==> src/rtl/dtlb_refill_if.sv <==
// Handshake and TLB write-port bundle between the DTLB refill sequencer (slave)
// and the pipes / page walker / TLB array around it (master).
interface dtlb_refill_if #(
    parameter int DATA_W = 64,
    parameter int VA_W   = 51
);
    logic              miss_valid;
    logic              miss_ready;
    logic [VA_W-1:0]   miss_addr;
    logic              inv_valid;
    logic              inv_ready;
    logic [VA_W-1:0]   inv_addr;
    logic              walk_req_valid;
    logic              walk_req_ready;
    logic [VA_W-1:0]   walk_req_addr;
    logic              walk_rsp_valid;
    logic              walk_rsp_fault;
    logic [DATA_W-1:0] walk_rsp_data0;
    logic [DATA_W-1:0] walk_rsp_data1;
    logic [DATA_W-1:0] walk_rsp_data2;
    logic              write_wen;
    logic [VA_W-1:0]   write_addr;
    logic [DATA_W-1:0] write_data0;
    logic [DATA_W-1:0] write_data1;
    logic [DATA_W-1:0] write_data2;
    logic              write_xstant;
    logic              write_invl;
    logic              fill_done;

    modport slave (
        input  miss_valid, miss_addr, inv_valid, inv_addr,
        input  walk_req_ready, walk_rsp_valid, walk_rsp_fault,
        input  walk_rsp_data0, walk_rsp_data1, walk_rsp_data2,
        output miss_ready, inv_ready, walk_req_valid, walk_req_addr,
        output write_wen, write_addr, write_data0, write_data1, write_data2,
        output write_xstant, write_invl, fill_done
    );

    modport master (
        output miss_valid, miss_addr, inv_valid, inv_addr,
        output walk_req_ready, walk_rsp_valid, walk_rsp_fault,
        output walk_rsp_data0, walk_rsp_data1, walk_rsp_data2,
        input  miss_ready, inv_ready, walk_req_valid, walk_req_addr,
        input  write_wen, write_addr, write_data0, write_data1, write_data2,
        input  write_xstant, write_invl, fill_done
    );
endinterface

==> src/rtl/dtlb_refill.sv <==
// DTLB refill sequencer: dedups and queues misses, runs one page walk at a time,
// and writes fills or invalidations into the TLB write port.
module dtlb_refill #(
    parameter int DEPTH  = 4,
    parameter int DATA_W = 64,
    parameter int VA_W   = 51
) (
    input  logic           clk,
    input  logic           rst,
    dtlb_refill_if.slave   bus
);
    localparam int PTR_W = $clog2(DEPTH);
    localparam logic [PTR_W:0] FULL_CNT = (PTR_W+1)'(DEPTH);

    typedef enum logic [2:0] {S_IDLE, S_REQ, S_WAIT, S_FILL, S_INVL} state_t;

    state_t            state, state_nxt;
    logic [VA_W-1:0]   q_addr [DEPTH];
    logic [DEPTH-1:0]  q_vld;
    logic [PTR_W-1:0]  rd_ptr, wr_ptr;
    logic [PTR_W:0]    count;
    logic [VA_W-1:0]   flight_addr, inv_addr_q;
    logic              inv_pending, kill, rsp_fault_q;
    logic [DATA_W-1:0] rsp_d0_q, rsp_d1_q, rsp_d2_q;
    logic              in_flight, dup_hit, push, pop, inv_hs, fill_invl;

    assign in_flight      = (state == S_REQ) || (state == S_WAIT) || (state == S_FILL);
    assign bus.miss_ready = (count != FULL_CNT);
    assign bus.inv_ready  = ~inv_pending;
    assign inv_hs         = bus.inv_valid && ~inv_pending;
    assign pop            = (state == S_IDLE) && ~inv_pending && (count != '0);
    assign push           = bus.miss_valid && bus.miss_ready && ~dup_hit;
    assign fill_invl      = rsp_fault_q | kill;

    always_comb begin
        dup_hit = in_flight && (flight_addr == bus.miss_addr);
        for (int i = 0; i < DEPTH; i++) begin
            if (q_vld[i] && (q_addr[i] == bus.miss_addr)) dup_hit = 1'b1;
        end
    end

    always_ff @(posedge clk) begin
        if (push) q_addr[wr_ptr] <= bus.miss_addr;
    end

    always_ff @(posedge clk) begin
        if (!rst) begin
            q_vld       <= '0;
            rd_ptr      <= '0;
            wr_ptr      <= '0;
            count       <= '0;
            flight_addr <= '0;
        end else begin
            if (push) begin
                q_vld[wr_ptr] <= 1'b1;
                wr_ptr        <= wr_ptr + 1'b1;
            end
            if (pop) begin
                q_vld[rd_ptr] <= 1'b0;
                rd_ptr        <= rd_ptr + 1'b1;
                flight_addr   <= q_addr[rd_ptr];
            end
            if (push && !pop)      count <= count + 1'b1;
            else if (pop && !push) count <= count - 1'b1;
        end
    end

    // A matching invalidate that lands in FILL is not kept as kill: the INVL
    // that follows covers that page, and a stale kill would poison the next walk.
    always_ff @(posedge clk) begin
        if (!rst) begin
            inv_pending <= 1'b0;
            inv_addr_q  <= '0;
            kill        <= 1'b0;
            rsp_fault_q <= 1'b0;
            rsp_d0_q    <= '0;
            rsp_d1_q    <= '0;
            rsp_d2_q    <= '0;
        end else begin
            if (inv_hs) begin
                inv_pending <= 1'b1;
                inv_addr_q  <= bus.inv_addr;
            end else if (state == S_INVL) begin
                inv_pending <= 1'b0;
            end
            if (state == S_FILL)
                kill <= 1'b0;
            else if (inv_hs && in_flight && (bus.inv_addr == flight_addr))
                kill <= 1'b1;
            if ((state == S_WAIT) && bus.walk_rsp_valid) begin
                rsp_fault_q <= bus.walk_rsp_fault;
                rsp_d0_q    <= bus.walk_rsp_data0;
                rsp_d1_q    <= bus.walk_rsp_data1;
                rsp_d2_q    <= bus.walk_rsp_data2;
            end
        end
    end

    always_ff @(posedge clk) begin
        if (!rst) state <= S_IDLE;
        else      state <= state_nxt;
    end

    always_comb begin
        state_nxt          = state;
        bus.walk_req_valid = 1'b0;
        bus.walk_req_addr  = '0;
        bus.write_wen      = 1'b0;
        bus.write_addr     = '0;
        bus.write_data0    = '0;
        bus.write_data1    = '0;
        bus.write_data2    = '0;
        bus.write_xstant   = 1'b0;
        bus.write_invl     = 1'b0;
        bus.fill_done      = 1'b0;
        case (state)
            S_IDLE: begin
                if (inv_pending)       state_nxt = S_INVL;
                else if (count != '0)  state_nxt = S_REQ;
            end
            S_REQ: begin
                bus.walk_req_valid = 1'b1;
                bus.walk_req_addr  = flight_addr;
                if (bus.walk_req_ready) state_nxt = S_WAIT;
            end
            S_WAIT: begin
                if (bus.walk_rsp_valid) state_nxt = S_FILL;
            end
            S_FILL: begin
                bus.write_wen   = 1'b1;
                bus.write_addr  = flight_addr;
                bus.write_invl  = fill_invl;
                bus.write_data0 = fill_invl ? '0 : rsp_d0_q;
                bus.write_data1 = fill_invl ? '0 : rsp_d1_q;
                bus.write_data2 = fill_invl ? '0 : rsp_d2_q;
                bus.fill_done   = 1'b1;
                state_nxt       = S_IDLE;
            end
            S_INVL: begin
                bus.write_wen    = 1'b1;
                bus.write_addr   = inv_addr_q;
                bus.write_xstant = 1'b1;
                bus.write_invl   = 1'b1;
                state_nxt        = S_IDLE;
            end
            default: state_nxt = S_IDLE;
        endcase
    end
endmodule

==> src/flat_wrapper.sv <==
// flat-port wrapper written by rule: the top's interface ports become plain ports
module dtlb_refill_flat 
#(
    parameter int DEPTH  = 4,
    parameter int DATA_W = 64,
    parameter int VA_W   = 51
)
  (clk, rst, bus_miss_valid, bus_miss_addr, bus_inv_valid, bus_inv_addr, bus_walk_req_ready, bus_walk_rsp_valid, bus_walk_rsp_fault, bus_walk_rsp_data0, bus_walk_rsp_data1, bus_walk_rsp_data2, bus_miss_ready, bus_inv_ready, bus_walk_req_valid, bus_walk_req_addr, bus_write_wen, bus_write_addr, bus_write_data0, bus_write_data1, bus_write_data2, bus_write_xstant, bus_write_invl, bus_fill_done);
  dtlb_refill_if #(.DATA_W(DATA_W), .VA_W(VA_W)) bus_i ();
  input  logic clk;
  input  logic rst;
  input wire logic [$bits(bus_i.miss_valid)-1:0] bus_miss_valid;
  input wire logic [$bits(bus_i.miss_addr)-1:0] bus_miss_addr;
  input wire logic [$bits(bus_i.inv_valid)-1:0] bus_inv_valid;
  input wire logic [$bits(bus_i.inv_addr)-1:0] bus_inv_addr;
  input wire logic [$bits(bus_i.walk_req_ready)-1:0] bus_walk_req_ready;
  input wire logic [$bits(bus_i.walk_rsp_valid)-1:0] bus_walk_rsp_valid;
  input wire logic [$bits(bus_i.walk_rsp_fault)-1:0] bus_walk_rsp_fault;
  input wire logic [$bits(bus_i.walk_rsp_data0)-1:0] bus_walk_rsp_data0;
  input wire logic [$bits(bus_i.walk_rsp_data1)-1:0] bus_walk_rsp_data1;
  input wire logic [$bits(bus_i.walk_rsp_data2)-1:0] bus_walk_rsp_data2;
  output wire logic [$bits(bus_i.miss_ready)-1:0] bus_miss_ready;
  output wire logic [$bits(bus_i.inv_ready)-1:0] bus_inv_ready;
  output wire logic [$bits(bus_i.walk_req_valid)-1:0] bus_walk_req_valid;
  output wire logic [$bits(bus_i.walk_req_addr)-1:0] bus_walk_req_addr;
  output wire logic [$bits(bus_i.write_wen)-1:0] bus_write_wen;
  output wire logic [$bits(bus_i.write_addr)-1:0] bus_write_addr;
  output wire logic [$bits(bus_i.write_data0)-1:0] bus_write_data0;
  output wire logic [$bits(bus_i.write_data1)-1:0] bus_write_data1;
  output wire logic [$bits(bus_i.write_data2)-1:0] bus_write_data2;
  output wire logic [$bits(bus_i.write_xstant)-1:0] bus_write_xstant;
  output wire logic [$bits(bus_i.write_invl)-1:0] bus_write_invl;
  output wire logic [$bits(bus_i.fill_done)-1:0] bus_fill_done;
  assign bus_i.miss_valid = bus_miss_valid;
  assign bus_i.miss_addr = bus_miss_addr;
  assign bus_i.inv_valid = bus_inv_valid;
  assign bus_i.inv_addr = bus_inv_addr;
  assign bus_i.walk_req_ready = bus_walk_req_ready;
  assign bus_i.walk_rsp_valid = bus_walk_rsp_valid;
  assign bus_i.walk_rsp_fault = bus_walk_rsp_fault;
  assign bus_i.walk_rsp_data0 = bus_walk_rsp_data0;
  assign bus_i.walk_rsp_data1 = bus_walk_rsp_data1;
  assign bus_i.walk_rsp_data2 = bus_walk_rsp_data2;
  assign bus_miss_ready = bus_i.miss_ready;
  assign bus_inv_ready = bus_i.inv_ready;
  assign bus_walk_req_valid = bus_i.walk_req_valid;
  assign bus_walk_req_addr = bus_i.walk_req_addr;
  assign bus_write_wen = bus_i.write_wen;
  assign bus_write_addr = bus_i.write_addr;
  assign bus_write_data0 = bus_i.write_data0;
  assign bus_write_data1 = bus_i.write_data1;
  assign bus_write_data2 = bus_i.write_data2;
  assign bus_write_xstant = bus_i.write_xstant;
  assign bus_write_invl = bus_i.write_invl;
  assign bus_fill_done = bus_i.fill_done;
  dtlb_refill #(.DEPTH(DEPTH), .DATA_W(DATA_W), .VA_W(VA_W)) u_core (.clk(clk), .rst(rst), .bus(bus_i));
endmodule
==> config.mk <==
export PLATFORM = sky130hd
export DESIGN_NAME = dtlb_refill_flat
export DESIGN_NICKNAME = d
export VERILOG_FILES = /design/src/rtl/dtlb_refill_if.sv /design/src/rtl/dtlb_refill.sv /design/src/flat_wrapper.sv
export SDC_FILE = /design/constraint.sdc
export NUM_CORES = 1
export LEC_CHECK = 0
export CAP_MARGIN = 40
export CORE_AREA = 2 2 233 235
export DETAILED_ROUTE_END_ITERATION = 12
export DIE_AREA = 0 0 235 237
export PLACE_DENSITY = 0.76
export SYNTH_ARGS = -nofsm -noshare
export SYNTH_HDL_FRONTEND = slang
export SYNTH_SLANG_ARGS = --single-unit
==> constraint.sdc <==
create_clock -name clk -period 4.2 [get_ports clk]
set_input_delay 0.63 -clock clk [delete_from_list [all_inputs] [get_ports clk]]
set_output_delay 0.63 -clock clk [all_outputs]
set_load 0.005 [all_outputs]
Word-level counts from Yosys, hierarchy flattened
Memories as Yosys holds them, arrays and structs flattened. A register that Yosys moved wholly into a read port is not among the register bits.
Cells that the tools add are included.
{ "op_classes": {"addsub": 4, "mul": 0, "n_div": 0, "n_lt_le_gt_ge": 4, "n_eq_ne": 14, "shifts": 0, "n_mux": 35, "bitwise_logic": 7, "n_reduce_logical": 29} }
{ "op_table": {"columns": ["cell", "n"], "rows": [
  ["two-way mux 64 bit", 6],
  ["== test 51 bit", 6],
  ["one-hot mux 51 bit (2 select lines)", 1],
  ["two-way mux 51 bit", 1],
  ["two-way mux 3 bit", 6],
  ["logical AND 1 bit", 17],
  ["two-way mux 1 bit", 14],
  ["two-way mux 4 bit", 3],
  ["one-hot mux 3 bit (3 select lines)", 1],
  ["== test 3 x 2 -> 1 bit, second input constant", 2],
  ["< comparator 2 x 3 -> 1 bit, second input constant", 2],
  ["adder 2 x 1 -> 2 bit, second input constant", 2],
  ["bitwise AND 4 bit", 1],
  ["demux 1 bit (select 2 bit)", 2],
  [">= comparator 2 x 1 -> 1 bit, second input constant", 2],
  ["!= test 2 bit, second input constant", 2],
  ["NOT 4 bit", 1],
  ["OR 4 bit", 1],
  ["nonzero test 2 bit", 2],
  ["OR reduction 2 bit", 2],
  ["adder 3 x 1 -> 3 bit, second input constant", 1],
  ["== test 3 x 1 -> 1 bit, second input constant", 1],
  ["== test 3 bit, second input constant", 1],
  ["logical NOT 1 bit", 3],
  ["10 further kinds", 13]
]} }
{ "word_totals": {"reg_bits": 260, "latch_bits": 0, "ram_bits": 204, "romBits": 0, "input_bits": 301, "out_inout_bits": 301, "wordCells": 106, "n_memories": 1} }
{ "mem_list": {"columns": ["name", "words", "width", "rd", "rd_clocked_by_memory_dff", "write_ports", "line", "text"], "rows": [
  ["u_core.q_addr", 4, 51, 5, 1, 1, "dtlb_refill.sv:18", "logic [VA_W-1:0] q_addr [DEPTH];"]
]} }

Longest topological paths before layout
Gate-level depths: netlist of the first run.
{ "logic_depth": {"ltp_word": 14, "mapped_depth": 14} }

Worst setup path after synthesis of the first run
No wires, ideal clock.
{ "synth_path": {"path_kind": "input port to flip-flop", "startpoint": "in bus_miss_addr[3]", "endpoint": "mem u_core.q_addr[0][0], enable pin", "t_arrival_ns": 3.151, "t_required_ns": 3.786, "path_slack_ns": 0.635, "path_stages": 8, "cell_sequence": "clkbuf_1 -> inv_1 -> o2111ai_1 -> nor4_1 -> a32o_1 -> nor4_2 -> buf_6 -> and2_1"} }
{ "synth_via": {"elab_chain_len": 10} }
{ "synth_lines": {"columns": ["element", "line", "text"], "rows": [
  ["start, declared", "flat_wrapper.sv:13", "input wire logic [$bits(bus_i.miss_addr)-1:0] bus_miss_addr;"],
  ["== test 51 bit (on tied branches)", "dtlb_refill.sv:36, dtlb_refill.sv:38", null],
  ["logical AND 1 bit (on tied branches)", "dtlb_refill.sv:36, dtlb_refill.sv:38", null],
  ["two-way mux 1 bit (3 in series)", "dtlb_refill.sv:38", "if (q_vld[i] && (q_addr[i] == bus.miss_addr)) dup_hit = 1'b1;"],
  ["two-way mux 1 bit (*)", "dtlb_refill.sv:38", null],
  ["NOT 1 bit (*)", "dtlb_refill.sv:32", "assign push = bus.miss_valid && bus.miss_ready && ~dup_hit;"],
  ["logical AND 1 bit (*)", "dtlb_refill.sv:32", null],
  ["two-way mux 1 bit (*)", "dtlb_refill.sv:43", "if (push) q_addr[wr_ptr] <= bus.miss_addr;"],
  ["two-way mux 1 bit (implied by the code) (*)", "dtlb_refill.sv:43", null],
  ["end, declared", "dtlb_refill.sv:18", null]
]} }
Mark *: on every way between the ends. The rest lies on a longest branch, timed or not.

Worst setup path in the final report of the first run
{ "layout_path": {"startpoint": "reg u_core.state[2]", "endpoint": "out bus_write_data1[16]"} }
{ "layout_via": {"elab_chain_len": 2} }
{ "layout_lines": {"columns": ["element", "line", "text"], "rows": [
  ["start, declared", "dtlb_refill.sv:17", "state_t state, state_nxt;"],
  ["start signal, assigned", "dtlb_refill.sv:101", "else state <= state_nxt;"],
  ["== test 3 x 2 -> 1 bit", "dtlb_refill.sv:116", "case (state)"],
  ["two-way mux 64 bit", "dtlb_refill.sv:116", null],
  ["end, declared", "flat_wrapper.sv:29", "output wire logic [$bits(bus_i.write_data1)-1:0] bus_write_data1;"]
]} }
Every way passes these cells.

==> results of run 1 <==
[kinds of logic (layout without fill, tap and decap cells)]
group | Yosys count | in the layout
simple gates | 975 | 975
flops | 515 | 515
compound gates | 401 | 401
xor+xnor | 280 | 280
buf+inv | 236 | 826
mux | 54 | 54
fa+ha+maj | 10 | 10
other cells | 0 | 11
[routing by layer]
| layer | global-route usage (%) | part of all wire, % | up-vias |
|---|---|---|---|
| met5 | 0 | 0.031 | - |
| met4 | 17.9 | 4.7 | 6 |
| met3 | 8.25 | 9.7 | 224 |
| met2 | 60.8 | 45 | 1234 |
| met1 | 55.0 | 41 | 11000 |
| li1 | - | - | 9436 |
[synthesized netlist by cell type (all sizes together) (9+ instances only)]
cell type,number
a21boi,297
a21oi,10
a22o,55
and2,249
buf,70
clkbuf,130
dfxtp,311
edfxtp,204
ha,9
inv,36
mux4,51
nand2,605
nand4,47
nor4,42
xnor2,153
xor2,127
[path summary, 6_finish.rpt]
| check | cells after the start | endpoint | startpoint | slack, ns |
|---|---|---|---|---|
| worst max-delay path | 5 | bus_write_data1[16] | u_core.state[2] | 0.19 |
| worst min-delay path | 2 | u_core.rsp_d2_q[16] | rst | 0.39 |
| worst max register to register | 12 | u_core.count[2] | u_core.flight_addr[9] | 0.79 |
| worst min register to register | 2 | u_core.rsp_d2_q[42] | u_core.rsp_d2_q[42] | 0.45 |
[state kept, by name (all words and copies together), names as in the netlist]
name / cells
u_core.kill: 1
u_core.wr_ptr: 2
u_core.state: 3
u_core.q_vld: 4
u_core.rsp_d2_q: 64
u_core.count: 3
u_core.rd_ptr: 2
u_core.inv_addr_q: 51
u_core.rsp_fault_q: 1
u_core.rsp_d1_q: 64
u_core.inv_pending: 1
u_core.q_addr: 204
u_core.flight_addr: 51
u_core.rsp_d0_q: 64
[final cells by class]
| class | instances | area, um2 | area share (%) |
|---|---|---|---|
| inverters | 36 | 135 | 0.402 |
| diodes | 11 | 27.5 | 0.0820 |
| repair buffers | 684 | 6840 | 20.4 |
| clock buffers | 79 | 1590 | 4.74 |
| well taps | 696 | 871 | 2.59 |
| multi-input cells | 1720 | 11500 | 34.2 |
| flip-flops and latches | 515 | 12400 | 36.8 |
| clock inverters | 27 | 262 | 0.779 |
[stage by stage]
step | TNS [ns] | cell area [um2] | total power [mW]
6_report | 0 | 33600 | 15.5
5_1_grt | 0 | 33500 | 15.9
4_1_cts | 0 | 33500 | 15.4
3_5_place_dp | 0 | 31700 | 10.4
3_3_place_gp | -0.0200 | 31600 | 10.3
2_1_floorplan | 0 | 24800 | 8.37
[power groups by stage]
stage,Sequential (mW),Clock (mW),Combinational [mW]
3_3_place_gp,6.74,0,3.57
6_report,6.58,5.08,3.83
4_1_cts,6.53,5.09,3.80
3_5_place_dp,6.63,0,3.78
2_1_floorplan,6.20,0,2.16
5_1_grt,6.59,5.27,4.03
==> summary.md, run 1 <==
| Metric | Value |
|---|---|
| Slew HR | `41.5%` |
| Max Cap Viol | `0` |
| Antenna-violating nets left | `0` |
| Placed cells | `3651` |
| Via count | `21.9k` |
| Die footprint | `55700 um2` |
| Complex-gate fraction of the synthesized area | `12.4%` |
| Tmin final | `4.01 ns` |
| CP Class | `flip-flop to output port` |
| Worst path buffer plus inverter count | `2` |
| Cell family with most CP delay | `simple AND/OR/NAND/NOR gates` |
| Unrepaired setup endpoints after global routing | `false` |
| Hpwl dp | `87100 um` |
| Mapped cell area | `24800 um2` |
| CP max-delay cell | `clkdlybuf4s50_1` |
| Dpl ws | `0.0938 ns` |
| I/O Buffers | `601` |
| FFs w/ async S/R, synth | `0%` |
| Remaining DRCs | `0` |
| GRT Residual Overflow | `0` |
| LEAKAGE | `11.7 nW` |
| Post-synthesis sequential area ratio | `49.8%` |
| Area leader, netlist | `dfxtp_1` |
| Layout cell share with drive strength beyond 1 | `8.27%` |
| Clk_lat worst skew | `0.64 ns` |
| Largest family of logic cells by synthesized area | `simple AND/OR/NAND/NOR gates` |
| Combinational power share | `24.7%` |
| Net Count, Synth | `2782` |
| Finished Core Util | `63.0%` |
| Clock power frac | `32.8%` |
| Clock Tree Root | `clkbuf_16` |
| Mux cell area share after synthesis | `4.75%` |
| Tightest Pin Transition | `0.877 ns` |
| Post CTS Setup Buffer Count | `0` |
| Die X | `235 um` |
| Initial DRC Count | `2704` |
| Number of global-route vias before repair | `20.9k` |
| Hold slack | `0.386 ns` |
| Status | `complete, no violations` |
| Top_reg_cell synth | `dfxtp_1` |
| Fin crit share | `95.6%` |
| Most frequent cells in the layout | `nand2_1 (605), clkdlybuf4s50_1 (600), dfxtp_1 (309)` |
| Crit-path cells | `and3b_2 > nor3b_2 > buf_4 > and2_1 > clkdlybuf4s50_1` |
| Initial Utilization | `46.6%` |
| Int Pwr | `10.3 mW` |
| Area Overhead vs Synth | `35.3%` |
| Fin worst setup slack | `0.186 ns` |
| Crit Path Max Fanout | `31` |
| Maximum clock rate | `249 MHz` |
| Initial antenna violation count | `13` |
| Yosys reg bits | `515` |
| Mapped Avg Cell Area | `10.0 um2` |
| Psw | `5.18 mW` |
| Hold Vio Cnt, Final | `0` |
| EDFF count, synth | `204` |
| Nets@finish | `3324` |
| Post-CTS resize count | `0` |
| Pin count of the biggest net entering global routing | `122` |
| Xor/xnor share of the synthesized area | `9.94%` |
| First-pass GRT wire length | `160000 um` |
| FILL cells | `4306` |
| GP Congestion | `1.00` |
| Synth Warn # | `0` |
| Gate Count Post-Synth | `2471` |
| Sw Share | `33.4%` |
| CTS Buffer Depth | `3` |
| Detailed-route wire length | `114000 um` |
| Data required, critical path | `3.57 ns` |
| Num CTS Buffers | `56` |
| Wirelength per Cell | `30.4 um` |
| Leading cell types by total area after synthesis | `dfxtp_1 (25%), edfxtp_1 (25%), nand2_1 (9.2%), a21boi_1 (7.4%), and2_1 (6.3%)` |
| Final Slew Violations | `0` |
| DR pass1 iterations | `6` |
| Setup violations, final | `0` |
| Simple-gate share of the synthesized area | `18.5%` |
| Clock H-tree levels | `2` |
| Sequential power share | `42.5%` |
| Hold Buf Count CTS | `0` |
| Post-DR vias/cell | `5.80` |
| Total Routing Usage GR | `39.9%` |
| CTS tree | `done` |
| Top-area cell type share of the netlist area | `25.1%` |
| Site Rows | `85` |
| Post-synth cell types | `55` |
| Die Height | `237 um` |
| Crit. End Element | `output port` |
| Finished Layout Cells | `3768` |
| Most common cell after layout, fill and taps aside | `nand2_1` |
| Clk_skew | `0.0188 ns` |
| Crit path DAT | `3.38 ns` |
| CP peak stage delay | `0.64 ns` |
| CP startpoint kind | `flip-flop` |
| Adder-Cell Fraction of Synth Area | `0.534%` |
| PD cells | `461 nW/um2` |
| Reg clk slew, reported paths | `0.06 ns` |
| Top Ports | `602` |
| Max IR drop VDD | `384 uV` |
| Total core area | `53300 um2` |
| Total clock sinks | `515` |
| Min-delay worst type | `input pin to flip-flop` |
Power figures use the tool's default switching activity.
==> run 2: changes to the inputs <==
--- a/config.mk
+++ b/config.mk
@@ -10,6 +10,7 @@
 export DETAILED_ROUTE_END_ITERATION = 12
 export DIE_AREA = 0 0 235 237
 export PLACE_DENSITY = 0.76
+export SLEW_MARGIN = 20
 export SYNTH_ARGS = -nofsm -noshare
 export SYNTH_HDL_FRONTEND = slang
 export SYNTH_SLANG_ARGS = --single-unit
==> run 2 against run 1 <==
Effect of this change:
- sequential power about the same
- global-route usage about the same
- hold slack gained 0.011 ns
- largest cell class unchanged
- highest routed layer unchanged
==> summary.md, run 2 (synthesized netlist as in run 1, its figures left out) <==
| Metric | Value |
|---|---|
| Post CTS Setup Buffer Count | `0` |
| Post-DR vias/cell | `5.79` |
| FILL cells | `4401` |
| Maximum clock rate | `250 MHz` |
| Remaining DRCs | `0` |
| Crit Path Max Fanout | `31` |
| Setup violations, final | `0` |
| Pwr Total | `15.4 mW` |
| Finished Layout Cells | `3758` |
| GRT Residual Overflow | `0` |
| Tightest Pin Transition | `0.774 ns` |
| Final Slew Violations | `0` |
| Hold path depth | `2` |
| Post-CTS resize count | `0` |
| Via count | `21.7k` |
| Crit. End Element | `output port` |
| Hold path start | `rst` |
| Hold Buf Count CTS | `0` |
| Slew HR | `48.4%` |
| Initial antenna violation count | `13` |
| Die X | `235 um` |
| First-pass GRT wire length | `159000 um` |
| Largest reg by FF count | `u_core.q_addr` |
| Hpwl dp | `87200 um` |
| Worst path buffer plus inverter count | `2` |
| Initial DRC Count | `2743` |
| Data required, critical path | `3.57 ns` |
| CP peak stage delay | `0.62 ns` |
| Design Area, Final | `33500 um2` |
| Clock H-tree levels | `2` |
| Site Rows | `85` |
| Initial Utilization | `46.6%` |
| I/O Buffers | `601` |
| Total core area | `53300 um2` |
| CTS Buffer Depth | `3` |
| Sw Share | `33.4%` |
| Dpl ws | `0.0612 ns` |
| Most common cell after layout, fill and taps aside | `nand2_1` |
| Status | `complete, no violations` |
| Top Ports | `602` |
| Fin crit share | `95.4%` |
| Placed cells | `3651` |
| Worst Hold Path EP | `u_core.rsp_d2_q[16]` |
| Detailed-route wire length | `115000 um` |
| Max Cap Viol | `0` |
| CTS tree | `done` |
| CP Class | `flip-flop to output port` |
| Cell family with most CP delay | `simple AND/OR/NAND/NOR gates` |
| Worst setup path start | `u_core.state[2]` |
| Total clock sinks | `515` |
| Worst R2R Path Depth | `12` |
| Clk_lat worst skew | `0.62 ns` |
| Reg clk slew, reported paths | `0.06 ns` |
| Combinational power share | `24.8%` |
| Antenna-violating nets left | `0` |
| Min-delay worst type | `input pin to flip-flop` |
| Placed inst area | `31700 um2` |
| Finished Core Util | `62.9%` |
| FF-to-FF Start | `u_core.flight_addr[0]` |
| Wirelength per Cell | `30.5 um` |
| Die footprint | `55700 um2` |
| Sequential power share | `43.0%` |
| Clk_skew | `0.0207 ns` |
| Psw | `5.13 mW` |
| FF-to-FF setup slack | `0.84 ns` |
| Layout cell share with drive strength beyond 1 | `8.11%` |
| CP max-delay cell | `clkdlybuf4s50_1` |
| Fin worst setup slack | `0.195 ns` |
| DR pass1 iterations | `5` |
| Crit path DAT | `3.37 ns` |
| GP Congestion | `1.00` |
| Crit-path cells | `and3b_2 > nor3b_2 > buf_4 > and2_1 > clkdlybuf4s50_1` |
| RR Endpoint | `u_core.count[2]` |
| Hold slack | `0.397 ns` |
| Max IR drop VDD | `432 uV` |
| Total Routing Usage GR | `39.9%` |
| Clock power frac | `32.2%` |
| Hold Vio Cnt, Final | `0` |
| Max reg flops | `204` |
| Fin Setup TNS | `0 ns` |
| Nets@finish | `3324` |
| Clock Tree Root | `clkbuf_16` |
| Int Pwr | `10.2 mW` |
| LEAKAGE | `11.7 nW` |
| Number of global-route vias before repair | `20.7k` |
| CP startpoint kind | `flip-flop` |
| Die Height | `237 um` |
| Area Overhead vs Synth | `35.0%` |
| Unrepaired setup endpoints after global routing | `false` |
| PD cells | `458 nW/um2` |
| Num CTS Buffers | `55` |
| Most frequent cells in the layout | `nand2_1 (605), clkdlybuf4s50_1 (600), dfxtp_1 (309)` |
| Pin count of the biggest net entering global routing | `122` |
| Tmin final | `4.00 ns` |
run 2: cell count changes in the layout (fill, tap and decap cells not counted), sizes merged:
cell,previous run,this run
buf,84,85
clkbuf,79,75
clkinv,14,18
clkinvlp,7,3
diode,11,5
inv,38,37
run 2: worst max path at each step:
stage	endpoint	slack [ns]	cells past startpoint
after floorplan	u_core.q_addr[0][0]	0.63	8
after global placement	u_core.count[2]	-0.02	12
after detailed placement	u_core.count[2]	0.06	12
after CTS	bus_write_data0[52]	0.24	5
after global routing	bus_write_data0[52]	0.12	5
final	bus_write_data0[55]	0.20	5
run 2: layout make-up:
cell class	count	area, um2	area share [%]
Antenna cell	5	12.5	0.0373
Clock buffer	75	1540	4.61
Clock inverter	26	235	0.702
Inverter	36	135	0.403
Multi-Input combinational cell	1720	11500	34.3
Sequential cell	515	12400	36.9
Tap cell	696	871	2.60
Timing Repair Buffer	685	6860	20.5
run 2: worst reg2reg max path: cells and delay by family, from the launching register on:
kind	cells	cell delay [ns]
AND/OR/NAND/NOR	5	1.02
flip-flops	1	0.76
adder cells (fa/ha/maj)	2	0.63
XOR/XNOR	2	0.42
AO/OA/AOI/OAI	2	0.40
buffers and inverters	1	0.06
run 2: power groups by stage:
| stage | sequential [mW] | combinational (mW) | clock, mW |
|---|---|---|---|
| after global placement | 6.74 | 3.57 | 0 |
| final | 6.61 | 3.81 | 4.94 |
| after CTS | 6.55 | 3.77 | 4.94 |
| after global routing | 6.62 | 4.00 | 5.13 |
| after detailed placement | 6.66 | 3.74 | 0 |
| after floorplan | 6.20 | 2.16 | 0 |
run 2: per-layer routing:
| metal | global-route usage (%) | vias up | part of all wire (%) |
|---|---|---|---|
| met5 | 0 | - | 0.049 |
| met4 | 17.8 | 8 | 5.2 |
| met3 | 8.51 | 251 | 9.9 |
| met2 | 60.3 | 1296 | 44 |
| met1 | 55.2 | 10800 | 41 |
| li1 | - | 9414 | - |
==> patch: new RTL, config.mk and constraints of run 1 <==
`VA_W` is set to 51 in 3 places; all go to 47.
--- a/src/rtl/dtlb_refill_if.sv
+++ b/src/rtl/dtlb_refill_if.sv
@@ -2,7 +2,7 @@
 // and the pipes / page walker / TLB array around it (master).
 interface dtlb_refill_if #(
     parameter int DATA_W = 64,
-    parameter int VA_W   = 51
+    parameter int VA_W   = 47
 );
     logic              miss_valid;
     logic              miss_ready;
--- a/src/rtl/dtlb_refill.sv
+++ b/src/rtl/dtlb_refill.sv
@@ -3,7 +3,7 @@
 module dtlb_refill #(
     parameter int DEPTH  = 4,
     parameter int DATA_W = 64,
-    parameter int VA_W   = 51
+    parameter int VA_W   = 47
 ) (
     input  logic           clk,
     input  logic           rst,
--- a/src/flat_wrapper.sv
+++ b/src/flat_wrapper.sv
@@ -3,7 +3,7 @@
 #(
     parameter int DEPTH  = 4,
     parameter int DATA_W = 64,
-    parameter int VA_W   = 51
+    parameter int VA_W   = 47
 )
   (clk, rst, bus_miss_valid, bus_miss_addr, bus_inv_valid, bus_inv_addr, bus_walk_req_ready, bus_walk_rsp_valid, bus_walk_rsp_fault, bus_walk_rsp_data0, bus_walk_rsp_data1, bus_walk_rsp_data2, bus_miss_ready, bus_inv_ready, bus_walk_req_valid, bus_walk_req_addr, bus_write_wen, bus_write_addr, bus_write_data0, bus_write_data1, bus_write_data2, bus_write_xstant, bus_write_invl, bus_fill_done);
   dtlb_refill_if #(.DATA_W(DATA_W), .VA_W(VA_W)) bus_i ();
Interface: changed (resized bus_inv_addr, bus_miss_addr, bus_walk_req_addr and bus_write_addr); port bits go from 602 to 586. No check against the original RTL was run, so the function may have changed too.
==> patch against run 1 <==
- sequential share of layout area is 0.43 points lower
- cell area shrank 4.1%
- largest power group unchanged
- total power shrank 3.7%
- highest routed layer unchanged
- core utilization is 2.6 points lower
- count of clock-buffer cells in the layout is 3 lower
- area after synthesis fell by 5.2%
- sequential cell count decreased by 24
- synthesized cell count is 4.5% lower
- worst setup slack gained 320 ps
- first-iteration DRC count decreased by 22%
- combinational power shrank 6.0%
- wire length decreased by 9.8%
==> patch: results (changes against run 1) <==
synth-edff-count: 188  # -7.8%
pg_comb_mw: 3.60  # -6.0%
grt_start_max_net_pins: 130  # +6.6%
worst_clock_skew_ps: 14.1  # -4.67 ps
filler_cell_count: 4384  # +1.8%
synth_compound_area_share_pct: 12.2  # -0.20 points
vdd_drop_max_mv: 0.358  # -7.0%
grt_first_pass_wirelength_mm: 144  # -9.9%
switching_share_pct: 31.8  # -1.7 points
wirelength_mm: 103  # -9.8%
status: "completed"
numCtsBuffers: 54  # -3.6%
top_register: "u_core.q_addr"
cp_max_fo: 70  # +130%
synthTopCellsByCount: "nand2_1 (586), dfxtp_1 (303), a21boi_0 (273), and2_1 (245), xnor2_1 (207)"
largest_register_ffs: 188  # -7.8%
synth_fa_ha_area_share_pct: 0.564  # +0.029 points
port_buffers: 585  # -2.7%
syn-num-nets: 2662  # -4.3%
track_usage_pct: 36.0  # -4.0 points
critical-path-max-stage-delay_ps: 630
synth.distinct_cells: 50  # -9.1%
r2r-start: "u_core.q_addr[2][8]$_DFFE_PP_"
clkLatencyLatePin_ps: 610  # -30 ps
leakage_nw: 10.9  # -6.6%
firstDrtPassIters: 5  # -1
worstHoldStart: "u_core.rsp_d1_q[16]$_SDFFE_PN0P_"
hpwl_mm: 78.5  # -9.9%
synth_xor_area_share_pct: 9.83  # -0.12 points
place_inst: 3526  # -3.4%
hold_class: "reg2reg"
routed_via_density: 5.56  # -4.1%
slew_headroom_pct: 46.7  # +5.2 points
synth.avg_cell_area_um2: 9.98  # -0.67%
synth_mux_area_share_pct: 4.58  # -0.17 points
drive_gt1_share_pct: 8.08  # -0.18 points
p_int_mw: 10.2  # -1.3%
gp_congestion: 1.04  # +3.2%
cp.arrival_ps: 3060  # -320 ps
synth_seq_area_share_pct: 49.8  # about the same
final_nets: 3189  # -4.1%
## patch: critical path, delay by kind of cell, from the launching register on
family        cells  cell delay [ps]
flops             1              450
simple gates      3              810
buf+inv           2             1190
## patch: path summary, 6_finish.rpt
check / endpoint / slack [ps] / cells past startpoint
worst max-delay path: bus_write_data0[45] / 510 / 5
worst max register to register: u_core.count[2]$_SDFFE_PN0P_ / 1080 / 13
worst min-delay path: u_core.rsp_d1_q[16]$_SDFFE_PN0P_ / 460 / 2
worst min register to register: u_core.rsp_d1_q[16]$_SDFFE_PN0P_ / 460 / 2
## patch: routing by layer
layer  vias to the layer above  global-route usage, %  share of wire, %
li1                       9023                      -                 -
met4                         8                   13.7               4.0
met2                      1009                   54.8                44
met1                     10017                   49.1                41
met3                       171                   9.36                10
met5                         -                      0             0.045
## patch: kinds of logic (layout without fill, tap and decap cells)
| logic type | count (synthesis) | after routing |
|---|---|---|
| AND/OR/NAND/NOR | 957 | 957 |
| flip-flops | 491 | 491 |
| AO/OA/AOI/OAI | 376 | 376 |
| XOR/XNOR | 264 | 264 |
| buffers and inverters | 212 | 785 |
| multiplexers | 49 | 49 |
| adder cells (fa/ha/maj) | 10 | 10 |
| other | 0 | 8 |
## patch: cell type report
type / instances / area share (%)
repair buffers: 660 / 20.5
well taps: 696 / 2.70
inverters: 23 / 0.268
clock inverters: 26 / 0.971
diodes: 8 / 0.0622
clock buffers: 76 / 5.09
flip-flops and latches: 491 / 36.4
multi-input cells: 1656 / 34.0
## patch: stage by stage
step | cell area, um^2 | setup slack (ps)
5_1_grt | 32200 | 407
2_1_floorplan | 23500 | 980
3_3_place_gp | 30200 | 176
6_report | 32200 | 505
3_5_place_dp | 30200 | 224
4_1_cts | 32200 | 474
